`config.mk`:
```
export PLATFORM = sky130hd
export DESIGN_NAME = dl_sequencer
export DESIGN_NICKNAME = d
export VERILOG_FILES = /design/src/rtl/dl_sequencer.sv
export SDC_FILE = /design/constraint.sdc
export NUM_CORES = 1
export LEC_CHECK = 0
export BUFFER_PORTS_ARGS = -buffer_cell sky130_fd_sc_hd__buf_4
export CAP_MARGIN = 20
export CORE_MARGIN = 2
export CORE_UTILIZATION = 50
export DETAILED_ROUTE_END_ITERATION = 10
export PLACE_DENSITY = 0.8
export SLEW_MARGIN = 5
export SYNTH_ARGS = -nofsm -noshare
export SYNTH_HDL_FRONTEND = slang
export SYNTH_SLANG_ARGS = --single-unit
```
`constraint.sdc`:
```
create_clock -name clk_sys -period 3.3 [get_ports clk_sys]
set_input_delay 0.165 -clock clk_sys [delete_from_list [all_inputs] [get_ports clk_sys]]
set_output_delay 0.165 -clock clk_sys [all_outputs]
set_load 0.02 [all_outputs]
```
`src/rtl/dl_sequencer.sv`:
```
`default_nettype none
// ============================================================================
//  Module   : dl_sequencer
//  Purpose  : ROM download sequencer. Forwards host ROM bytes to the core ROM
//             port through a single-byte pending buffer, generates the core
//             reset sequence, and captures game-mod and DIP configuration bytes.
//  Options  : DL_CHECKSUM_EN - when defined, rom_sum accumulates the bytes
//             written to the ROM port. Otherwise rom_sum is tied to zero.
//  Revision : 1.0 - initial release
// ============================================================================
module dl_sequencer #(
    parameter int RESET_HOLD = 16,
    parameter int ROM_SIZE   = 65536
) (
    input  logic        clk_sys,
    input  logic        reset_n,
    input  logic        ioctl_download,
    input  logic [7:0]  ioctl_index,
    input  logic        ioctl_wr,
    input  logic [24:0] ioctl_addr,
    input  logic [7:0]  ioctl_dout,
    output logic        ioctl_wait,
    input  logic        soft_reset,
    input  logic        dn_busy,
    output logic [15:0] dn_addr,
    output logic [7:0]  dn_data,
    output logic        dn_wr,
    output logic        core_reset,
    output logic        rom_valid,
    output logic [7:0]  mod,
    output logic [23:0] dip,
    output logic        wr_err,
    output logic [15:0] rom_sum
);

    typedef enum logic [2:0] {
        ST_IDLE  = 3'd0,
        ST_LOAD  = 3'd1,
        ST_DRAIN = 3'd2,
        ST_HOLD  = 3'd3,
        ST_RUN   = 3'd4
    } state_t;

    localparam int                HOLD_W      = (RESET_HOLD > 1) ? $clog2(RESET_HOLD) : 1;
    localparam logic [HOLD_W-1:0] C_HOLD_INIT = HOLD_W'(RESET_HOLD - 1);
    localparam logic [24:0]       C_ROM_LIMIT = 25'(ROM_SIZE);
    localparam logic [16:0]       C_CNT_MAX   = 17'h1FFFF;

    state_t            state_q, state_d;
    logic [HOLD_W-1:0] hold_q, hold_d;
    logic [16:0]       cnt_q, cnt_d;
    logic              buf_full_q, buf_full_d;
    logic [15:0]       buf_addr_q;
    logic [7:0]        buf_data_q;
    logic              rom_valid_q, rom_valid_d;
    logic              core_reset_q;
    logic              wr_err_q;
    logic [7:0]        mod_q;
    logic [23:0]       dip_q;

    logic w_rom_start;
    logic w_rom_wr;
    logic w_accept;
    logic w_overrun;
    logic w_dn_wr;
    logic w_load_entry;
    logic w_mod_wr;
    logic w_dip_wr;

    assign w_rom_start = ioctl_download && (ioctl_index == 8'd0);
    assign w_rom_wr    = ioctl_wr && (ioctl_index == 8'd0) && (state_q == ST_LOAD);
    // Only an empty buffer accepts; out-of-range bytes vanish silently.
    assign w_accept    = w_rom_wr && (ioctl_addr < C_ROM_LIMIT) && !buf_full_q;
    assign w_overrun   = w_rom_wr && buf_full_q;
    // The ROM port write fires as soon as the core can take it, giving the
    // single-cycle minimum latency from the host strobe.
    assign w_dn_wr     = buf_full_q && !dn_busy;
    assign w_mod_wr    = ioctl_wr && (ioctl_index == 8'd1) && (ioctl_addr == 25'd0);
    assign w_dip_wr    = ioctl_wr && (ioctl_index == 8'd254) &&
                         (ioctl_addr[24:2] == 23'd0) && (ioctl_addr[1:0] != 2'b11);

    // Next-state logic for the sequencer, pending buffer and byte counter.
    always_comb begin
        state_d      = state_q;
        hold_d       = hold_q;
        rom_valid_d  = rom_valid_q;
        w_load_entry = 1'b0;
        buf_full_d   = buf_full_q;
        if (w_accept) begin
            buf_full_d = 1'b1;
        end else if (w_dn_wr) begin
            buf_full_d = 1'b0;
        end
        cnt_d = cnt_q;
        if (w_dn_wr && (cnt_q != C_CNT_MAX)) begin
            cnt_d = cnt_q + 17'd1;
        end
        case (state_q)
            ST_IDLE: begin
                if (w_rom_start) begin
                    state_d      = ST_LOAD;
                    w_load_entry = 1'b1;
                end
            end
            ST_RUN: begin
                if (w_rom_start) begin
                    state_d      = ST_LOAD;
                    w_load_entry = 1'b1;
                end else if (soft_reset) begin
                    state_d = ST_HOLD;
                    hold_d  = C_HOLD_INIT;
                end
            end
            ST_LOAD: begin
                if (!ioctl_download) begin
                    rom_valid_d = (cnt_d != 17'd0);
                    if (buf_full_d) begin
                        state_d = ST_DRAIN;
                    end else begin
                        state_d = ST_HOLD;
                        hold_d  = C_HOLD_INIT;
                    end
                end
            end
            ST_DRAIN: begin
                if (!buf_full_d) begin
                    rom_valid_d = (cnt_d != 17'd0);
                    state_d     = ST_HOLD;
                    hold_d      = C_HOLD_INIT;
                end
            end
            ST_HOLD: begin
                // A held soft reset keeps restarting the hold period.
                if (soft_reset) begin
                    hold_d = C_HOLD_INIT;
                end else if (hold_q == '0) begin
                    state_d = ST_RUN;
                end else begin
                    hold_d = hold_q - 1'b1;
                end
            end
            default: state_d = ST_IDLE;
        endcase
        if (w_load_entry) begin
            cnt_d       = 17'd0;
            rom_valid_d = 1'b0;
        end
    end

    // Sequencer state, pending byte buffer and registered status outputs.
    always_ff @(posedge clk_sys or negedge reset_n) begin
        if (!reset_n) begin
            state_q      <= ST_IDLE;
            hold_q       <= '0;
            cnt_q        <= 17'd0;
            buf_full_q   <= 1'b0;
            buf_addr_q   <= 16'd0;
            buf_data_q   <= 8'd0;
            rom_valid_q  <= 1'b0;
            core_reset_q <= 1'b1;
            wr_err_q     <= 1'b0;
        end else begin
            state_q      <= state_d;
            hold_q       <= hold_d;
            cnt_q        <= cnt_d;
            buf_full_q   <= buf_full_d;
            rom_valid_q  <= rom_valid_d;
            core_reset_q <= (state_d != ST_RUN);
            if (w_accept) begin
                buf_addr_q <= ioctl_addr[15:0];
                buf_data_q <= ioctl_dout;
            end
            if (w_overrun) begin
                wr_err_q <= 1'b1;
            end
        end
    end

    // Game-variant and DIP configuration bytes, accepted in any state.
    always_ff @(posedge clk_sys or negedge reset_n) begin
        if (!reset_n) begin
            mod_q <= 8'd0;
            dip_q <= 24'd0;
        end else begin
            if (w_mod_wr) begin
                mod_q <= ioctl_dout;
            end
            if (w_dip_wr) begin
                case (ioctl_addr[1:0])
                    2'd0:    dip_q[7:0]   <= ioctl_dout;
                    2'd1:    dip_q[15:8]  <= ioctl_dout;
                    default: dip_q[23:16] <= ioctl_dout;
                endcase
            end
        end
    end

`ifdef DL_CHECKSUM_EN
    logic [15:0] sum_q;

    // Running sum of bytes written to the ROM port, restarted per download.
    always_ff @(posedge clk_sys or negedge reset_n) begin
        if (!reset_n) begin
            sum_q <= 16'd0;
        end else if (w_load_entry) begin
            sum_q <= 16'd0;
        end else if (w_dn_wr) begin
            sum_q <= sum_q + {8'd0, buf_data_q};
        end
    end

    assign rom_sum = sum_q;
`else
    assign rom_sum = 16'd0;
`endif

    assign ioctl_wait = buf_full_q;
    assign dn_wr      = w_dn_wr;
    assign dn_addr    = buf_addr_q;
    assign dn_data    = buf_data_q;
    assign core_reset = core_reset_q;
    assign rom_valid  = rom_valid_q;
    assign wr_err     = wr_err_q;
    assign mod        = mod_q;
    assign dip        = dip_q;

endmodule
`default_nettype wire

```
==> results.toml, run 1 <==
[placement]
portBuffers = 107
dp_cells = 530
hpwl_mm = 6.49
place_congestion = 0.891

[sta]
max_freq_mhz = 325
rsz0062_at_grt = "no"
drv_slew = 0
tightest_slew_ns = 0.802
hold_viol_final = 0
fin_crit_ns = 3.07
setup_tns_ns = 0
setup_violations = 0
relSlewSlack_pct = 46.3
layout_worst_path_cycle_share_pct = 93.2
final.setup_skew_ns = 0.00583

[cts]
cts_tree = "yes"
clock_tree.root_cell = "clkbuf_8"
numClockSinks = 84
insertion_delay_ns = 0.36
cts_setup_buffers = 0
cts_max_path_buffers = 2
clk_pin_slew_ns = 0.09
cts_buffers = 9
cts_max_level = 3

[setup_path]
cp-start-kind = "flop"
cp_slowest_stage_delay_ns = 0.50
arrival_ns = 3.32
cp_max_fo = 8
cp_cell_sequence = "ha_1 -> nand3_1 -> nor2_1 -> and3_1 -> ha_1 -> or3b_1 -> nor4b_2 -> xnor2_1 -> nand4_1 -> nor4b_2 -> a31oi_1"
worstSetupPathType = "reg2reg"
critPathRequiredTime_ns = 3.54
cp_num_buf_inv = 0
critPathSlowestCell = "or3b_1"
cp-end-kind = "flop"
cpLargestDelayFamily = "simple AND/OR/NAND/NOR gates"

[routing]
first_iter_violations = 124
vias = 2978
wl_mm = 9.06
first_pass_iters = 4
vias_per_cell = 5.43
drc = 0
wl_per_cell_um = 16.5
drtAntennaViolNets = 0

[power]
power_frac_seq_pct = 52.0
power_density_nw_per_um2 = 417
p_switching_w = 0.000572
intPower_w = 0.00152
ir_drop_mv = 0.287
pwr-share-clk_pct = 36.5
sw_frac_of_total_pct = 27.3
p_leak_nw = 2.55
combPwrFrac_pct = 11.5

[yosys]
syn_area_um2 = 3920
synth_seq_cells = 84
yosys_warnings = 0
synth_edf_count = 0
synth_area_per_cell_um2 = 11.9
yosysUniqueCellTypes = 46
synthFlopType = "dfrtp_1"
synthCells = 329
async_flop_share_pct = 100
seq_area_frac_synth_pct = 53.6

[final_layout]
final_nets = 491
layout_commonest_cell = "buf_4"
areaGrowthSynthToFinish_pct = 28.0
layout.cells.non_filler = 548
n_fill_cell = 602
diodes = 0
drive_gt1_share_pct = 42.6
layout_common_cells = "buf_4 (108), dfrtp_1 (83), mux2_2 (56)"

[outcome]
status = "complete, no violations"

[floorplan]
core_um2 = 7650
die_area_um2 = 8570
die_w_um = 92.6
rows = 32
io_pins = 124
start_util_pct = 51.3
die_height_um = 92.6

[flow_run]
maxCapViolCount = 0

[grt]
grt_pass1_vias = 3066
grt_max_degree = 85
grt.total_usage_pct = 22.1
antenna_found_initial = 0
overflow = 0
grt_pass1_wl_mm = 14.8

[worst_hold_path]
worst_hold_path_type = "in2reg"
==> worst register-to-register path: cells and delay by family, from the launching register on <==
kind                     cells  cell delay, ns
adder cells (fa/ha/maj)      2            0.47
XOR/XNOR                     1            0.19
AO/OA/AOI/OAI                1            0.12
flip-flops                   1            0.47
AND/OR/NAND/NOR              7            1.71
==> path summary, 6_finish.rpt <==
path                                      from     endpoint  cells past startpoint  slack (ns)
worst min-delay path            ioctl_addr[10]  dn_addr[10]                      2        0.05
worst min register to register          wr_err       wr_err                      1        0.50
max in group asynchronous              reset_n   core_reset                      3        2.53
worst max-delay path                  cnt_q[0]    rom_valid                     11        0.23
worst max register to register        cnt_q[0]    rom_valid                     11        0.23
min in group asynchronous              reset_n    hold_q[3]                      2        0.18
==> through the flow <==
| step | hold WS [ns] | area (µm²) | utilization (%) | worst slack, ns | power [W] |
|---|---|---|---|---|---|
| floorplan | -0.131 | 3980 | - | 0.549 | 0.00124 |
| CTS | 0.0154 | 4970 | 65.0 | 0.142 | 0.00210 |
| detailed placement | 0.414 | 4760 | 62.3 | 0.241 | 0.00134 |
| global placement | 0.409 | 4760 | 62.3 | 0.424 | 0.00133 |
| finish | 0.0452 | 5020 | 65.6 | 0.225 | 0.00209 |
| global route | 0.0198 | 5020 | 65.6 | 0.0383 | 0.00219 |
==> kinds of logic after synthesis <==
logic type	synth area share (%)
buffers and inverters	4.72
flip-flops	53.6
adder cells (fa/ha/maj)	0.957
other	0.0956
AO/OA/AOI/OAI	4.34
AND/OR/NAND/NOR	15.9
XOR/XNOR	4.02
multiplexers	16.3
==> state kept, by name, indices dropped and copies added, names as in the netlist <==
| signal | flops |
|---|---|
| dip | 24 |
| core_reset | 1 |
| state_q | 3 |
| mod | 8 |
| rom_valid | 1 |
| hold_q | 4 |
| cnt_q | 17 |
| ioctl_wait | 1 |
| dn_data | 8 |
| wr_err | 1 |
| dn_addr | 16 |
==> layout make-up <==
type	count	area (µm²)	area share, %
clock inverter	7	82.6	1.65
clock buffer	9	124	2.47
multi-input combinational	228	1700	33.9
timing repair buffer	110	848	16.9
inverter	8	30.0	0.599
tap	102	128	2.54
sequential	84	2100	41.9
==> cells in the mapped netlist (4+ instances only) <==
library cell	number	area [µm²]
nand2_1	20	75.1
nor3_1	6	30.0
nor4_1	7	43.8
nand3_1	11	55.1
a21oi_1	9	45.0
xnor2_1	12	105
buf_2	4	20.0
nand4_1	9	56.3
mux2_2	56	631
clkbuf_1	4	15.0
inv_1	8	30.0
nor4b_1	4	35.0
xor2_1	6	52.6
nor2_1	27	101
and4_1	4	35.0
buf_4	16	120
dfrtp_1	83	2080
==> repair_timing <==
action / 4_1_cts / 5_1_grt
hold endpoints to repair: 0 / 78
hold buffers: 0 / 1
resized for setup: 0 / 2
endpoints found under the setup margin: 0 / 1
==> power by group through the flow <==
stage | clock, W | combinational, W | sequential, W
floorplan | 0 | 0.000140 | 0.00110
global placement | 0 | 0.000223 | 0.00111
detailed placement | 0 | 0.000232 | 0.00111
CTS | 0.000782 | 0.000232 | 0.00109
global route | 0.000831 | 0.000266 | 0.00109
finish | 0.000764 | 0.000240 | 0.00109
==> metal layers <==
metal / up-vias / wire [µm] / track usage (%)
met5: - / 0 / 0
met4: 0 / 109 / 7.96
met3: 12 / 686 / 6.75
met2: 104 / 4600 / 37.0
met1: 1482 / 3670 / 27.1
li1: 1380 / - / -
No activity file was read; power rests on OpenSTA's default activity.
==> inputs of run 2 (changes only) <==
==> constraint.sdc (replaced) <==
create_clock -name clk_sys -period 3.3 [get_ports clk_sys]
set_input_delay 0.33 -clock clk_sys [delete_from_list [all_inputs] [get_ports clk_sys]]
set_output_delay 0.33 -clock clk_sys [all_outputs]
set_load 0.02 [all_outputs]
==> results.toml, run 2 (synthesized netlist as in run 1, its figures left out) <==
[outcome]
status = "complete, no violations"

[power]
p_leak_nw = 2.58
sw_frac_of_total_pct = 23.7
pwr-share-clk_pct = 40.6
power_frac_seq_pct = 48.8
combPwrFrac_pct = 10.6
p_switching_w = 0.000531
intPower_w = 0.00171
power_density_nw_per_um2 = 441
ir_drop_mv = 0.300

[sta]
setup_tns_ns = 0
relSlewSlack_pct = 55.5
final.setup_skew_ns = 0.00994
rsz0062_at_grt = "no"
drv_slew = 0
setup_violations = 0
max_freq_mhz = 329
fin_crit_ns = 3.04
hold_viol_final = 0
setup_ws_ns = 0.264
tightest_slew_ns = 0.662
layout_worst_path_cycle_share_pct = 92.0

[setup_path]
cp_max_fo = 8
cpLargestDelayFamily = "simple AND/OR/NAND/NOR gates"
endpoint = "rom_valid"
reg2reg_depth = 11
cp_cell_sequence = "ha_1 -> nand3_1 -> nor2_1 -> and3_1 -> ha_1 -> or3b_1 -> nor4b_1 -> xnor2_1 -> nand4_1 -> nor4b_1 -> a31oi_1"
cp-end-kind = "flop"
worstSetupPathType = "reg2reg"
cp_slowest_stage_delay_ns = 0.48
arrival_ns = 3.25
timing.rr.start = "cnt_q[0]"
cp_num_buf_inv = 0
rrSetupSlack_ns = 0.26
rr_endpoint = "rom_valid"
cp-start-kind = "flop"
startpoint = "cnt_q[0]"
critPathRequiredTime_ns = 3.52
critPathSlowestCell = "or3b_1"
cp.depth = 11

[placement]
dp_cells = 531
place_congestion = 0.916
pre_cts_slack_ns = 0.255
portBuffers = 107
hpwl_mm = 6.40

[final_layout]
largest_reg_flops = 24
diodes = 0
layout_common_cells = "buf_4 (109), dfrtp_1 (83), mux2_2 (56)"
layout_commonest_cell = "buf_4"
areaGrowthSynthToFinish_pct = 29.2
final_nets = 492
layout.cells.non_filler = 549
drive_gt1_share_pct = 42.3

[routing]
wl_per_cell_um = 16.2
drtAntennaViolNets = 0
first_iter_violations = 158
vias = 2939
first_pass_iters = 6
drc = 0
vias_per_cell = 5.35
wl_mm = 8.89

[floorplan]
die_area_um2 = 8570
start_util_pct = 51.3
die_w_um = 92.6
io_pins = 124
die_height_um = 92.6
core_um2 = 7650
rows = 32

[grt]
grt_pass1_vias = 2949
grt_max_degree = 85
overflow = 0
grtUsageMet3_pct = 5.78
grt_pass1_wl_mm = 14.4
antenna_found_initial = 0
met1_usage_pct = 28.0
grt.total_usage_pct = 21.3
gr-usage-met2_pct = 34.7
grt_busiest_layer = "met2"

[cts]
cts_max_path_buffers = 2
numClockSinks = 84
post_cts_resized = 0
cts_tree = "yes"
insertion_delay_ns = 0.34
cts_max_level = 3
cts_buffers = 9
clock_tree.root_cell = "clkbuf_8"
clk_pin_slew_ns = 0.09

[worst_hold_path]
worst_hold_path_type = "in2reg"

[flow_run]
maxCapViolCount = 0
-- run 2: cell count changes in the layout (fill, tap and decap cells not counted), sizes merged --
| cell | change |
|---|---|
| clkbuf | +2 |
| bufinv | +2 |
| inv | -3 |
| buf | +1 |
| clkinvlp | -2 |
| clkinv | +1 |
-- run 2: worst reg2reg max path, cell delays in order, from the launching register on --
cell	delay, ns
dfrtp_1	0.47
ha_1	0.27
nand3_1	0.16
nor2_1	0.05
and3_1	0.18
ha_1	0.19
or3b_1	0.48
nor4b_1	0.39
xnor2_1	0.19
nand4_1	0.12
nor4b_1	0.28
a31oi_1	0.12
-- run 2: repair_timing --
action	in CTS	in global routing
setup buffers	0	0
endpoints found under the hold margin	0	13
hold buffers	0	1
-- run 2: power by group through the flow --
stage | clock network (W) | logic (W) | registers, W
floorplan | 0 | 0.000140 | 0.00110
global placement | 0 | 0.000222 | 0.00111
detailed placement | 0 | 0.000234 | 0.00111
CTS | 0.000927 | 0.000234 | 0.00109
global route | 0.000971 | 0.000265 | 0.00110
finish | 0.000909 | 0.000237 | 0.00109
-- run 2: worst min-delay path by stage --
stage,slack [ns],startpoint,depth (start not counted),to
finish,0.22,ioctl_addr[6],2,dn_addr[6]
global route,0.21,ioctl_addr[5],2,dn_addr[5]
CTS,0.20,reset_n,1,dn_addr[7]
detailed placement,0.47,wr_err,1,wr_err
global placement,0.46,wr_err,1,wr_err
floorplan,0.03,reset_n,0,cnt_q[0]
-- run 2: final cells by class --
cell class	instances	area [µm²]
Sequential cell	84	2100
Clock buffer	11	151
Timing Repair Buffer	111	856
Multi-Input combinational cell	228	1690
Clock inverter	5	108
Fill cell	582	2580
Tap cell	102	128
Inverter	8	30.0
-- run 2: through the flow --
step	utilization [%]	instance area (µm²)	hold WS, ns	total power, W
2_1_floorplan	-	3980	0.0344	0.00124
3_3_place_gp	62.4	4770	0.463	0.00133
3_5_place_dp	62.4	4770	0.470	0.00134
4_1_cts	65.7	5030	0.203	0.00225
5_1_grt	66.2	5060	0.206	0.00233
6_report	66.2	5060	0.221	0.00224
-- run 2: per-layer routing --
metal	routed length (µm)	share of wire, %	vias up
met5	0	0	-
met4	108	1.2	0
met3	555	6.2	11
met2	4360	49	79
met1	3870	44	1469
li1	-	-	1380
==> inputs of run 3 (changes only) <==
--- a/config.mk
+++ b/config.mk
@@ -10,7 +10,7 @@
 export CORE_MARGIN = 2
 export CORE_UTILIZATION = 50
 export DETAILED_ROUTE_END_ITERATION = 10
-export PLACE_DENSITY = 0.8
+export PLACE_DENSITY = 0.79
 export SLEW_MARGIN = 5
 export SYNTH_ARGS = -nofsm -noshare
 export SYNTH_HDL_FRONTEND = slang
==> results.toml, run 3 (synthesized netlist as in run 1, its figures left out) <==
[power]
power_density_nw_per_um2 = 401
power_frac_seq_pct = 54.3
sw_frac_of_total_pct = 28.0
p_leak_nw = 2.53
pwr-share-clk_pct = 33.9
p_switching_w = 0.000560
intPower_w = 0.00144
combPwrFrac_pct = 11.8
ir_drop_mv = 0.253

[final_layout]
final_util_pct = 65.2
diodes = 0
layout_commonest_cell = "buf_4"
areaGrowthSynthToFinish_pct = 27.2
drive_gt1_share_pct = 42.3
final_nets = 492
largest_reg_flops = 24
layout_common_cells = "buf_4 (109), dfrtp_1 (83), mux2_2 (56)"
n_fill_cell = 596
layout.cells.non_filler = 549

[worst_hold_path]
worst_hold_path_type = "in2reg"
holdPathStages = 2

[cts]
clock_tree.root_cell = "clkbuf_8"
cts_tree = "yes"
cts_max_level = 3
numClockSinks = 84
cts_setup_buffers = 0
insertion_delay_ns = 0.35
cts_buffers = 9
cts_max_path_buffers = 2
clk_pin_slew_ns = 0.09

[sta]
hold_viol_final = 0
relSlewSlack_pct = 54.5
tightest_slew_ns = 0.678
rsz0062_at_grt = "no"
whs_ns = 0.216
drv_slew = 0
setup_tns_ns = 0
setup_ws_ns = 0.227
layout_worst_path_cycle_share_pct = 93.1
final.setup_skew_ns = 0.00778
setup_violations = 0
max_freq_mhz = 325
fin_crit_ns = 3.07

[setup_path]
critPathRequiredTime_ns = 3.53
cp-end-kind = "flop"
cp-start-kind = "flop"
cp_slowest_stage_delay_ns = 0.49
critPathSlowestCell = "or3b_1"
cp_cell_sequence = "ha_1 -> nand3_1 -> nor2_1 -> and3_1 -> ha_1 -> or3b_1 -> nor4b_1 -> xnor2_1 -> nand4_1 -> nor4b_1 -> a31oi_1"
reg2reg_depth = 11
arrival_ns = 3.30
worstSetupPathType = "reg2reg"
cp_max_fo = 8

[floorplan]
die_height_um = 92.6
rows = 32
io_pins = 124
start_util_pct = 51.3
die_w_um = 92.6
core_um2 = 7650
die_area_um2 = 8570

[flow_run]
maxCapViolCount = 0

[placement]
pre_cts_slack_ns = 0.254
hpwl_mm = 6.36
portBuffers = 107
dp_cells = 531
place_congestion = 0.906

[routing]
first_iter_violations = 154
wl_per_cell_um = 15.9
drtAntennaViolNets = 0
wl_mm = 8.70
drc = 0
vias = 2928
first_pass_iters = 4
vias_per_cell = 5.33

[outcome]
status = "complete, no violations"

[grt]
grt_max_degree = 85
antenna_found_initial = 0
grt.total_usage_pct = 21.6
grt_pass1_vias = 3003
grt_pass1_wl_mm = 14.6
overflow = 0
==> run 3: changes by cell type in the layout (fill, tap and decap cells not counted), sizes merged <==
cell / before / now
inv: 8 / 10
clkinvlp: 0 / 4
clkinv: 2 / 1
clkbuf: 11 / 9
bufinv: 3 / 0
==> run 3: path summary, 6_finish.rpt <==
path                                      from     endpoint  slack (ns)
worst max-delay path                  cnt_q[0]    rom_valid        0.23
worst min-delay path            ioctl_addr[10]  dn_addr[10]        0.22
worst max register to register        cnt_q[0]    rom_valid        0.23
worst min register to register          wr_err       wr_err        0.51
max in group asynchronous              reset_n   core_reset        2.35
min in group asynchronous              reset_n    hold_q[1]        0.36
==> run 3: repair_timing <==
item | CTS | global route
resized for setup | 0 | 0
endpoints found under the hold margin | 0 | 11
hold buffers | 0 | 1
==> run 3: per-stage QoR <==
| step | power [W] | cell area (µm²) |
|---|---|---|
| final | 0.00200 | 4990 |
| after global routing | 0.00210 | 4990 |
| after CTS | 0.00201 | 4950 |
| after detailed placement | 0.00134 | 4770 |
| after global placement | 0.00133 | 4770 |
| after floorplan | 0.00124 | 3980 |
==> run 3: power groups by stage <==
stage	logic [W]	clock network, W	registers [W]
2_1_floorplan	0.000140	0	0.00110
3_3_place_gp	0.000224	0	0.00111
3_5_place_dp	0.000231	0	0.00111
4_1_cts	0.000230	0.000696	0.00109
5_1_grt	0.000266	0.000737	0.00109
6_report	0.000236	0.000678	0.00109
==> run 3: cell type report <==
class                   instances  area, µm²  share of cell area [%]
clock inverters                 7       58.8                    1.18
clock buffers                   9        124                    2.48
repair buffers                111        856                    17.2
flip-flops and latches         84       2100                    42.2
inverters                       8       30.0                   0.602
multi-input cells             228       1690                    33.9
well taps                     102        128                    2.56
==> run 3: worst max-delay path, delay by kind of cell, from the launching register on <==
family	cells	cell delay, ns
simple gates	7	1.71
xor+xnor	1	0.19
fa+ha+maj	2	0.46
compound gates	1	0.12
flops	1	0.47
==> run 3: metal layers <==
| metal | track usage [%] | routed length, µm |
|---|---|---|
| met3 | 6.18 | 623 |
| met5 | 0 | 0 |
| met2 | 35.6 | 4260 |
| met1 | 27.7 | 3710 |
| met4 | 7.09 | 107 |
